`src/rtl/redirect_flush_scheduler_if.sv`:
```
// Redirect request / PC override / flush-control bundle between the MEM/ID
// stage control (master) and the redirect flush scheduler (slave).
interface redirect_flush_scheduler_if;
  logic        mem_redirect_req;
  logic [1:0]  mem_redirect_kind;
  logic [15:0] mem_redirect_pc;
  logic        id_redirect_req;
  logic [15:0] id_redirect_pc;
  logic        pc_sel;
  logic [15:0] pc_target;
  logic        squash;
  logic        squash_ifid;
  logic [1:0]  forwarding_mask;
  logic        busy;

  modport master (
    output mem_redirect_req, mem_redirect_kind, mem_redirect_pc,
    output id_redirect_req, id_redirect_pc,
    input  pc_sel, pc_target, squash, squash_ifid, forwarding_mask, busy
  );

  modport slave (
    input  mem_redirect_req, mem_redirect_kind, mem_redirect_pc,
    input  id_redirect_req, id_redirect_pc,
    output pc_sel, pc_target, squash, squash_ifid, forwarding_mask, busy
  );
endinterface

```
`src/rtl/redirect_flush_scheduler.sv`:
```
// Arbitrates MEM/ID PC redirects, drives the PC override and sequences the pipeline flush.
// Optional statistics counters are enabled with `define REDIRECT_STATS_EN.
module redirect_flush_scheduler #(
  parameter int unsigned FLUSH_DEPTH = 3
) (
  input  logic clk,
  input  logic rst_n,
  input  logic stall,
  redirect_flush_scheduler_if.slave bus
`ifdef REDIRECT_STATS_EN
  ,
  output logic [15:0] redirect_count,
  output logic [15:0] squash_cycles
`endif
);

  localparam int unsigned CNT_W = $clog2(FLUSH_DEPTH + 1);

  typedef enum logic [1:0] {S_IDLE, S_FLUSH, S_ID_FLUSH, S_POST} state_t;

  state_t           state, state_n;
  logic [CNT_W-1:0] cnt, cnt_n;
  logic [15:0]      target_n;
  logic             accept;
  logic             pc_sel_n, squash_n, squash_ifid_n, busy_n;
  logic [1:0]       mask_n;
  logic             unused_kind;

  // Redirect kind does not change the flush sequence.
  assign unused_kind = ^bus.mem_redirect_kind;

  // Next state, then the registered outputs are decoded from the next state.
  always_comb begin
    state_n  = state;
    cnt_n    = cnt;
    target_n = bus.pc_target;
    accept   = 1'b0;
    case (state)
      S_IDLE, S_POST, S_ID_FLUSH: begin
        if (bus.mem_redirect_req) begin
          accept   = 1'b1;
          target_n = bus.mem_redirect_pc;
          cnt_n    = CNT_W'(FLUSH_DEPTH);
          state_n  = S_FLUSH;
        end else if (bus.id_redirect_req && (state != S_ID_FLUSH)) begin
          accept   = 1'b1;
          target_n = bus.id_redirect_pc;
          state_n  = S_ID_FLUSH;
        end else begin
          state_n  = S_IDLE;
        end
      end
      S_FLUSH: begin
        // Requests here come from squashed instructions and are ignored.
        if (cnt == CNT_W'(1)) state_n = S_POST;
        else                  cnt_n   = cnt - CNT_W'(1);
      end
      default: state_n = S_IDLE;
    endcase

    pc_sel_n      = accept;
    squash_n      = (state_n == S_FLUSH);
    squash_ifid_n = (state_n == S_FLUSH) || (state_n == S_ID_FLUSH);
    busy_n        = (state_n != S_IDLE);
    case (state_n)
      S_FLUSH: mask_n = (cnt_n == CNT_W'(1)) ? 2'b00 : 2'b11;
      S_POST:  mask_n = 2'b10;
      default: mask_n = 2'b11;
    endcase
  end

  // A stall freezes the FSM, the counter and every output register.
  always_ff @(posedge clk or negedge rst_n) begin
    if (!rst_n) begin
      state               <= S_IDLE;
      cnt                 <= '0;
      bus.pc_target       <= 16'h0000;
      bus.pc_sel          <= 1'b0;
      bus.squash          <= 1'b0;
      bus.squash_ifid     <= 1'b0;
      bus.forwarding_mask <= 2'b11;
      bus.busy            <= 1'b0;
    end else if (!stall) begin
      state               <= state_n;
      cnt                 <= cnt_n;
      bus.pc_target       <= target_n;
      bus.pc_sel          <= pc_sel_n;
      bus.squash          <= squash_n;
      bus.squash_ifid     <= squash_ifid_n;
      bus.forwarding_mask <= mask_n;
      bus.busy            <= busy_n;
    end
  end

`ifdef REDIRECT_STATS_EN
  // Saturating redirect and squash-cycle counters.
  always_ff @(posedge clk or negedge rst_n) begin
    if (!rst_n) begin
      redirect_count <= 16'h0000;
      squash_cycles  <= 16'h0000;
    end else if (!stall) begin
      if (accept && (redirect_count != 16'hFFFF))
        redirect_count <= redirect_count + 16'd1;
      if (bus.squash && (squash_cycles != 16'hFFFF))
        squash_cycles <= squash_cycles + 16'd1;
    end
  end
`endif

endmodule

```
`src/flat_wrapper.sv`:
```
// flat-port wrapper written by rule: the top's interface ports become plain ports
module redirect_flush_scheduler_flat 
#(
  parameter int unsigned FLUSH_DEPTH = 3
)
  (clk, rst_n, stall, bus_mem_redirect_req, bus_mem_redirect_kind, bus_mem_redirect_pc, bus_id_redirect_req, bus_id_redirect_pc, bus_pc_sel, bus_pc_target, bus_squash, bus_squash_ifid, bus_forwarding_mask, bus_busy);
  redirect_flush_scheduler_if bus_i ();
  input  logic clk;
  input  logic rst_n;
  input  logic stall;
  input wire logic [$bits(bus_i.mem_redirect_req)-1:0] bus_mem_redirect_req;
  input wire logic [$bits(bus_i.mem_redirect_kind)-1:0] bus_mem_redirect_kind;
  input wire logic [$bits(bus_i.mem_redirect_pc)-1:0] bus_mem_redirect_pc;
  input wire logic [$bits(bus_i.id_redirect_req)-1:0] bus_id_redirect_req;
  input wire logic [$bits(bus_i.id_redirect_pc)-1:0] bus_id_redirect_pc;
  output wire logic [$bits(bus_i.pc_sel)-1:0] bus_pc_sel;
  output wire logic [$bits(bus_i.pc_target)-1:0] bus_pc_target;
  output wire logic [$bits(bus_i.squash)-1:0] bus_squash;
  output wire logic [$bits(bus_i.squash_ifid)-1:0] bus_squash_ifid;
  output wire logic [$bits(bus_i.forwarding_mask)-1:0] bus_forwarding_mask;
  output wire logic [$bits(bus_i.busy)-1:0] bus_busy;
  assign bus_i.mem_redirect_req = bus_mem_redirect_req;
  assign bus_i.mem_redirect_kind = bus_mem_redirect_kind;
  assign bus_i.mem_redirect_pc = bus_mem_redirect_pc;
  assign bus_i.id_redirect_req = bus_id_redirect_req;
  assign bus_i.id_redirect_pc = bus_id_redirect_pc;
  assign bus_pc_sel = bus_i.pc_sel;
  assign bus_pc_target = bus_i.pc_target;
  assign bus_squash = bus_i.squash;
  assign bus_squash_ifid = bus_i.squash_ifid;
  assign bus_forwarding_mask = bus_i.forwarding_mask;
  assign bus_busy = bus_i.busy;
  redirect_flush_scheduler #(.FLUSH_DEPTH(FLUSH_DEPTH)) u_core (.clk(clk), .rst_n(rst_n), .stall(stall), .bus(bus_i));
endmodule
```
`config.mk`:
```
export PLATFORM = sky130hd
export DESIGN_NAME = redirect_flush_scheduler_flat
export DESIGN_NICKNAME = d
export VERILOG_FILES = /design/src/rtl/redirect_flush_scheduler_if.sv /design/src/rtl/redirect_flush_scheduler.sv /design/src/flat_wrapper.sv
export SDC_FILE = /design/constraint.sdc
export NUM_CORES = 1
export LEC_CHECK = 0
export CAP_MARGIN = 20
export CORE_AREA = 2 2 76 78
export CTS_CLUSTER_DIAMETER = 40
export DETAILED_ROUTE_END_ITERATION = 8
export DIE_AREA = 0 0 78 80
export PLACE_DENSITY = 0.55
export REMOVE_ABC_BUFFERS = 1
export SYNTH_ARGS = -nofsm -noshare
export SYNTH_HDL_FRONTEND = slang
export SYNTH_SLANG_ARGS = --single-unit
```
`constraint.sdc`:
```
create_clock -name clk -period 1.91 [get_ports clk]
set_clock_uncertainty 0.05 [all_clocks]
set_input_delay 0.191 -clock clk [delete_from_list [all_inputs] [get_ports clk]]
set_output_delay 0.191 -clock clk [all_outputs]
set_load 0.02 [all_outputs]
```
## Word-level counts from Yosys, hierarchy flattened

Index checks and enable logic that the tools add are counted.
W data, S select, Z words.

- Register bits: 26
- Output and inout port bits: 22
- Input bits: 39
- Logic and storage cells: 40

- Bitwise operators: 1
- Add/subtract/negate cells: 1
- Equality and inequality tests: 9
- Multiplexer cells: 14
- Reductions and logical operators: 7

Operators by type and width:

| cell | count |
|---|---|
| $mux W16 | 2 |
| $mux W2 | 6 |
| $pmux W2 S2 | 3 |
| $eq A2 B1 Y1 const B | 4 |
| $eq A2 B2 Y1 const B | 4 |
| $reduce_bool A2 Y1 | 2 |
| $mux W1 | 3 |
| $reduce_and A3 Y1 | 1 |
| $reduce_or A3 Y1 | 1 |
| $logic_not A2 Y1 | 1 |
| $ne A2 B2 Y1 const B | 1 |
| $sub A2 B1 Y2 const B | 1 |
| $logic_and A1 B1 Y1 | 1 |
| $logic_or A1 B1 Y1 | 1 |
| $not A1 Y1 | 1 |

## Longest topological paths before layout

Gate-level depths: netlist of run 1.

- Depth in word-level cells: 7
- Gate-level depth with buffers: 9
- Depth with buffers taken out: 9

## Worst setup path before layout of run 1

Ideal clock, no wire load.

- Path kind: flip-flop to flip-flop
- From: register u_core.cnt[0]
- To: register u_core.bus.forwarding_mask[1]
- Period minus slack after synthesis: 1.509 ns
- Setup slack: 0.401 ns
- Cell stages (with the launch flop): 9
- Library setup time: 0.073 ns
- Buffers on the path: 0
- Required time: 1.787 ns
- Arrival: 1.386 ns
- Cells stage by stage: dfrtp_1 > ha_1 > nand2_1 > o21ai_0 > o21ai_0 > ha_1 > o31a_1 > nor3_1 > a21oi_1

- Elaborated cells on any way between the ends: 12
- Classes of those cells: add/sub (1); eq/ne (4); mux (7)

RTL lines:

| item | line | source |
|---|---|---|
| start: declaration | redirect_flush_scheduler.sv:22 | `logic [CNT_W-1:0] cnt, cnt_n;` |
| start signal: assignment | redirect_flush_scheduler.sv:85 | `cnt <= cnt_n;` |
| $eq A2 B1 Y1 | redirect_flush_scheduler.sv:55 | `if (cnt == CNT_W'(1)) state_n = S_POST;` |
| $mux W2 | redirect_flush_scheduler.sv:55 |  |
| $pmux W2 S2 | redirect_flush_scheduler.sv:38 | `case (state)` |
| $eq A2 B1 Y1 | -- |  |
| named net u_core.squash_n | redirect_flush_scheduler.sv:25 | `logic pc_sel_n, squash_n, squash_ifid_n, busy_n;` |
| $pmux W2 S2 | redirect_flush_scheduler.sv:65 | `case (state_n)` |
| end signal: assignment | redirect_flush_scheduler.sv:90 | `bus.forwarding_mask <= mask_n;` |
| end: declaration | redirect_flush_scheduler_if.sv:25 | `output pc_sel, pc_target, squash, squash_ifid, forwarding_mask, busy` |

The timed path passes the listed nets, and every way through them passes these cells.
A chain may end at the register's enable or synchronous reset.

## Worst setup path in the final report of run 1

- From: register u_core.bus.forwarding_mask[0]
- To: output bus_forwarding_mask[0]

RTL lines:

| item | line | source |
|---|---|---|
| end: declaration | flat_wrapper.sv:20 | `output wire logic [$bits(bus_i.forwarding_mask)-1:0] bus_forwarding_mask;` |

No word-level cell between the ends.

==> results of run 1 <==
==> layout by cell type (no fill, tap or decap) <==
cell type and n:
clkdlybuf4s50_1 58, dfrtp_1 24, o21ai_0 22, mux2i_1 16, nand2_1 9, o21ai_2 9
o21ai_1 8, buf_4 7, inv_1 5, ha_1 4, clkbuf_8 4, a21oi_1 3
nor2_1 2, dfstp_2 2, nand3_1 1, clkinv_1 1, or2b_4 1, nand2_4 1
nand2b_1 1, a21oi_2 1, or2_1 1, a2bb2oi_1 1, o31a_1 1, a31o_2 1
o32a_1 1, mux2_1 1, nor3_1 1, mux2_2 1, buf_12 1
==> cell type report <==
type / count / area, µm²
fillers: 598 / 3320
flip-flops and latches: 26 / 653
repair buffers: 66 / 653
multi-input cells: 86 / 608
well taps: 72 / 90.1
clock buffers: 4 / 55.1
inverters: 6 / 22.5
==> flip-flops by register name, indices dropped and copies added (netlist names) <==
register	cells
u_core.state	2
u_core.bus.squash	1
u_core.bus.busy	1
u_core.bus.forwarding_mask	2
u_core.bus.squash_ifid	1
u_core.bus.pc_sel	1
u_core.cnt	2
u_core.bus.pc_target	16
==> metrics by stage <==
step           worst slack (ns)  hold WS [ns]  cells
3_5_place_dp             0.0463         0.405    256
2_1_floorplan             0.140        -0.155    118
3_3_place_gp             0.0698         0.409    256
5_1_grt                  0.0954         0.252    260
4_1_cts                   0.202         0.245    260
6_report                  0.269         0.239    260
==> logic make-up (layout without fill, tap and decap cells) <==
group,after synthesis,count (layout),synth area share
AO/OA/AOI/OAI,47,47,0.218
flip-flops,26,26,0.492
multiplexers,18,18,0.137
AND/OR/NAND/NOR,17,17,0.0650
buffers and inverters,13,76,0.0508
adder cells (fa/ha/maj),4,4,0.0377
==> path summary, 6_finish.rpt <==
check | slack, ns | cells past startpoint | start | end
min in group clk | 0.41 | 2 | u_core.bus.forwarding_mask[0] | u_core.bus.forwarding_mask[0]
max | 0.27 | 1 | u_core.bus.forwarding_mask[0] | bus_forwarding_mask[0]
max reg2reg | 0.29 | 8 | u_core.cnt[0] | u_core.bus.forwarding_mask[1]
min | 0.24 | 2 | rst_n | u_core.bus.pc_target[11]
min reg2reg | 0.41 | 2 | u_core.bus.forwarding_mask[0] | u_core.bus.forwarding_mask[0]
max in group asynchronous | 1.27 | 2 | rst_n | u_core.bus.forwarding_mask[0]
==> routing by layer <==
metal / vias to the layer above / part of all wire / GRT usage
li1: 566 / - / -
met1: 520 / 0.43 / 0.122
met2: 45 / 0.46 / 0.178
met3: 4 / 0.10 / 0.0441
met4: 0 / 0.013 / 0.0368
met5: - / 0 / 0
==> power by group through the flow <==
stage / Combinational, W / Clock (W) / Sequential, W
floorplan: 0.000587 / 0 / 0.00123
global placement: 0.00160 / 0 / 0.000964
detailed placement: 0.00160 / 0 / 0.000974
CTS: 0.00161 / 0.000371 / 0.000964
global route: 0.00175 / 0.000393 / 0.00100
finish: 0.00158 / 0.000356 / 0.000960
==> repair_timing <==
item                                    CTS  global route
gates resized for setup                   0             1
setup buffers                             0             0
hold buffers                              0             0
endpoints found under the setup margin    0             2
==> reports/metrics.csv, run 1 <==
metric,value,unit
max frequency,609,MHz
crit path max fanout,2,
CP Buf/Inv Count,1,
vias per inst,4.37,
Tcrit/Tclk final,0.859,
Root Buffer,clkbuf_8,
Syn Area/Cell,10.6,µm²
share of cells above drive strength 1,0.149,
Comb pwr share,0.546,
post-route setup TNS,0,ns
die area,6240,µm²
layout overhead on the synthesized area,56.7,%
Worst path max stage delay,0.59,ns
Core Area,5410,µm²
actual slew at the worst max-slew pin,0.338,ns
mapped cell area,1330,µm²
Switch Pwr,0.00111,W
"Seq/Total Area, Yosys",0.492,
Ports,61,
critical path required time,1.67,ns
DRT antenna net count,0,
GRT overflow,0,
Clock Latency Late Sink,0.27,ns
DR iter-0 viols,43,
Yosys top cell by area,dfrtp_1,
most frequent cell after synthesis,dfrtp_1,
Final Wtd Congestion,0.751,
Post-synth EDFFs,0,
all-layer global routing usage,0.106,
first-pass GRT wire length,5220,µm
clock slew at reported path FFs,0.09,ns
warnings from Yosys,0,
PortBufs,58,
CTS H-Tree Depth,1,
Worst path slowest cell,clkdlybuf4s50_1,
DIE WIDTH,78,µm
row cnt,27,
Syn Inst Count,125,
pin count of the biggest net entering global routing,27,
maximum VDD drop,457,µV
vias in the first global route,1124,
switching share of power,0.382,
CTS tree,done,
Power Density,1390,nW/µm²
DP Wirelength,2390,µm
"CP delay by family, top",buffers and inverters,
Clock power frac,0.123,
Internal,0.00179,W
Hold/Removal Path Class,in -> async,
CP arrival,1.40,ns
vias,1135,
ys async rst share,1.00,
initial antenna violation count,0,
power consumption,0.00290,W
ys flop type,dfrtp_1,
"FF+latch count, synth",26,
Final nets,232,
Crit. End Element,output pin,
Synth top area share,0.452,
min Tclk post-route,1.64,ns
total CTS buffers,3,
leading post-synthesis cells by cell area,"dfrtp_1 45%, mux2i_1 12%, o21ai_0 8.7%, o21ai_2 5.9%, dfstp_2 4.0%",
drt drc,0,
ANT cells,0,
number of max-cap violations,0,
Final Core Density,0.385,
Finished Cell Area,2080,µm²
RSZ-0062 raised after global routing,false,
Final Hold Fails,0,
chip height,80,µm
status,"finished, final reports clean",
clk sinks,26,
most frequent cells after synthesis,"24 x dfrtp_1, 23 x o21ai_0, 16 x mux2i_1",
count of pins over their slew limit,0,
Flop pwr share,0.331,
# setup viols final,0,
Avg WL per Cell,12.1,µm
Yosys cell types,29,
Clock Path Buffers,2,
Worst slew margin,0.775,
Worst setup SP type,flop,
critical path class,reg -> out,
DR pass1 iterations,4,
DRT Wirelength,3140,µm
initial core utilization,0.246,
dpl cell area,2030,µm²
leakage,0.890,nW
"critical path, cell by cell",clkdlybuf4s50_1,
Power figures use the tool's default switching activity.
==> inputs of run 2 (changes only) <==
Settings changed: SLEW_MARGIN set to 40.
==> results of run 2 <==
Final layout, timing and power as in run 1 (identical DEF).
==> inputs of run 3 (changes only) <==
Settings changed: PLACE_DENSITY 0.55 to unset.
Clock period 1.91 ns to 1.5 ns, I/O delays scaled along.
==> run 3 against run 2 <==
Effect of this change:
- count of clock-buffer cells in the layout stayed put
- highest routed layer unchanged
- non-clock buffer count grew 12
- sequential share of layout area fell by 2.0 points
- via count is 4.2% higher
- clock power is 29% higher
- total power up 39%
- design area grew 7.1%
- sequential cell count did not move
- core utilization rose by 2.7 points
- hold slack lost 0.058 ns
==> reports/metrics.csv, run 3 (synthesis results as in run 1) <==
metric,value,unit,change
status,"finished, final reports clean",,unchanged
Final nets,244,,was 232
Finished Cell Area,2230,µm²,was 2080 µm²
M1 wire length,1420,µm,was 1350 µm
initial core utilization,0.246,,unchanged
top routing layer in use,met4,,unchanged
first-pass GRT wire length,5440,µm,was 5220 µm
Final Wtd Congestion,0.713,,was 0.751
Worst slew margin,0.772,,was 0.775
Tcrit/Tclk final,0.997,,
critical path class,reg -> reg,,was reg -> out
DIE WIDTH,78,µm,unchanged
Largest Register,u_core.bus.pc_target,,unchanged
number of flip-flops in the largest register,16,,unchanged
chip height,80,µm,unchanged
RSZ-0062 raised after global routing,true,,was false
multi-input logic area,647,µm²,was 608 µm²
vias per inst,4.35,,was 4.37
count of pins over their slew limit,0,,unchanged
"critical path, cell by cell","ha_2, nand2_2, o21ai_2, o21ai_2, ha_2, o31a_1, nor3_2, a21oi_1",,was clkdlybuf4s50_1
share of cells above drive strength 1,0.250,,was 0.149
DR iter-0 viols,30,,was 43
actual slew at the worst max-slew pin,0.343,ns,was 0.338 ns
met2 wire length,1730,µm,was 1430 µm
Ports,61,,unchanged
Clock Latency Late Sink,0.27,ns,about the same
GRT overflow,0,,unchanged
Worst path slowest cell,dfrtp_1,,was clkdlybuf4s50_1
# setup viols final,0,,unchanged
CTS H-Tree Depth,1,,unchanged
ANT cells,0,,unchanged
total CTS buffers,3,,unchanged
Layout fillers,548,,was 598
Crit. End Element,flop,,was output pin
Worst path max stage delay,0.41,ns,was 0.59 ns
DP Wirelength,2480,µm,was 2390 µm
clock slew at reported path FFs,0.09,ns,about the same
PortBufs,58,,unchanged
Worst setup SP type,flop,,unchanged
pin count of the biggest net entering global routing,27,,unchanged
leakage,0.974,nW,was 0.890 nW
max frequency,669,MHz,
Hold Buf Count CTS,0,,unchanged
Clock Path Buffers,2,,unchanged
Power Density,1800,nW/µm²,was 1390 nW/µm²
initial antenna violation count,0,,unchanged
"commonest cells after routing, fill and taps aside","55 x clkdlybuf4s50_1, 23 x dfrtp_1, 18 x o21ai_0, 18 x buf_4, 16 x mux2i_1",,"was 58 x clkdlybuf4s50_1, 24 x dfrtp_1, 22 x o21ai_0"
row cnt,27,,unchanged
Reg area,654,µm²,was 653 µm²
critical path required time,1.66,ns,was 1.67 ns
number of max-cap violations,0,,unchanged
Final Hold Fails,0,,unchanged
Hold/Removal Path Class,in -> async,,unchanged
Avg WL per Cell,12.7,µm,was 12.1 µm
vias,1183,,was 1135
clk sinks,26,,unchanged
die area,6240,µm²,unchanged
Root Buffer,clkbuf_8,,unchanged
"commonest non-fill, non-tap cell in the layout",clkdlybuf4s50_1,,unchanged
DR pass1 iterations,4,,unchanged
final hold slack,0.182,ns,was 0.239 ns
met3 wire length,302,µm,was 323 µm
dpl cell area,2080,µm²,was 2030 µm²
CP arrival,1.65,ns,was 1.40 ns
drt drc,0,,unchanged
min Tclk post-route,1.50,ns,
all-layer global routing usage,0.109,,was 0.106
Core Area,5410,µm²,unchanged
layout overhead on the synthesized area,67.8,%,was 56.7%
crit path max fanout,2,,unchanged
DRT antenna net count,0,,unchanged
DRT Wirelength,3460,µm,was 3140 µm
vias in the first global route,1193,,was 1124
maximum VDD drop,704,µV,was 457 µV
CTS tree,done,,unchanged
## run 3: changes by cell type in the layout (fill, tap and decap cells not counted), sizes merged
cell           before  now
clkdlybuf4s50      58   55
dlymetal6s2s        0    1
dlygate4sd2         0    2
buf                 8   19
clkbuf              4    5
## run 3: layer usage
metal  up-vias  track usage
li1        588            -
met1       552        0.123
met2        41        0.195
met3         2       0.0520
met4         0      0.00526
met5         -            0
## run 3: final cells by class
type	instances	share of cell area
clock buffers	4	0.0247
well taps	72	0.0404
multi-input cells	86	0.290
flip-flops and latches	26	0.293
inverters	6	0.0101
repair buffers	78	0.341
## run 3: power breakdown
part           switching (W)  total (W)  internal [W]
clock               0.000226   0.000461      0.000235
sequential          0.000182    0.00123       0.00105
combinational        0.00112    0.00233       0.00121
total                0.00153    0.00402       0.00249
## run 3: repair_timing
item | 4_1_cts | 5_1_grt
pin swaps | 3 | 8
setup buffers | 2 | 2
gates cloned | 0 | 1
hold endpoints to repair | 0 | 0
resized for setup | 12 | 7
setup endpoints to repair | 7 | 21
## run 3: through the flow
step | utilization | TNS, ns | total power [W] | worst slack, ns | std cells
after global routing | 0.413 | -0.179 | 0.00433 | -0.0937 | 272
after CTS | 0.400 | -0.00210 | 0.00394 | -0.00210 | 269
final | 0.413 | 0 | 0.00402 | 0.00437 | 272
after floorplan | - | -4.28 | 0.00231 | -0.270 | 118
after global placement | 0.385 | -1.18 | 0.00335 | -0.255 | 263
after detailed placement | 0.385 | -1.78 | 0.00338 | -0.327 | 263
## run 3: critical path, delay by kind of cell, from the launching register on
kind            cells  cell delay, ns
fa+ha+maj           2            0.39
flops               1            0.41
simple gates        2            0.10
compound gates      4            0.48
## run 3: path summary, 6_finish.rpt
path / from / endpoint / slack (ns) / cells after the start
worst max-delay path: u_core.cnt[0] / u_core.bus.forwarding_mask[1] / 0.004 / 8
worst min-delay path: rst_n / u_core.bus.busy / 0.18 / 2
worst max register to register: u_core.cnt[0] / u_core.bus.forwarding_mask[1] / 0.004 / 8
worst min register to register: u_core.bus.forwarding_mask[0] / u_core.bus.forwarding_mask[0] / 0.42 / 2
max in group asynchronous: rst_n / u_core.bus.forwarding_mask[0] / 0.91 / 2
min in group clk: u_core.bus.forwarding_mask[0] / u_core.bus.forwarding_mask[0] / 0.42 / 2
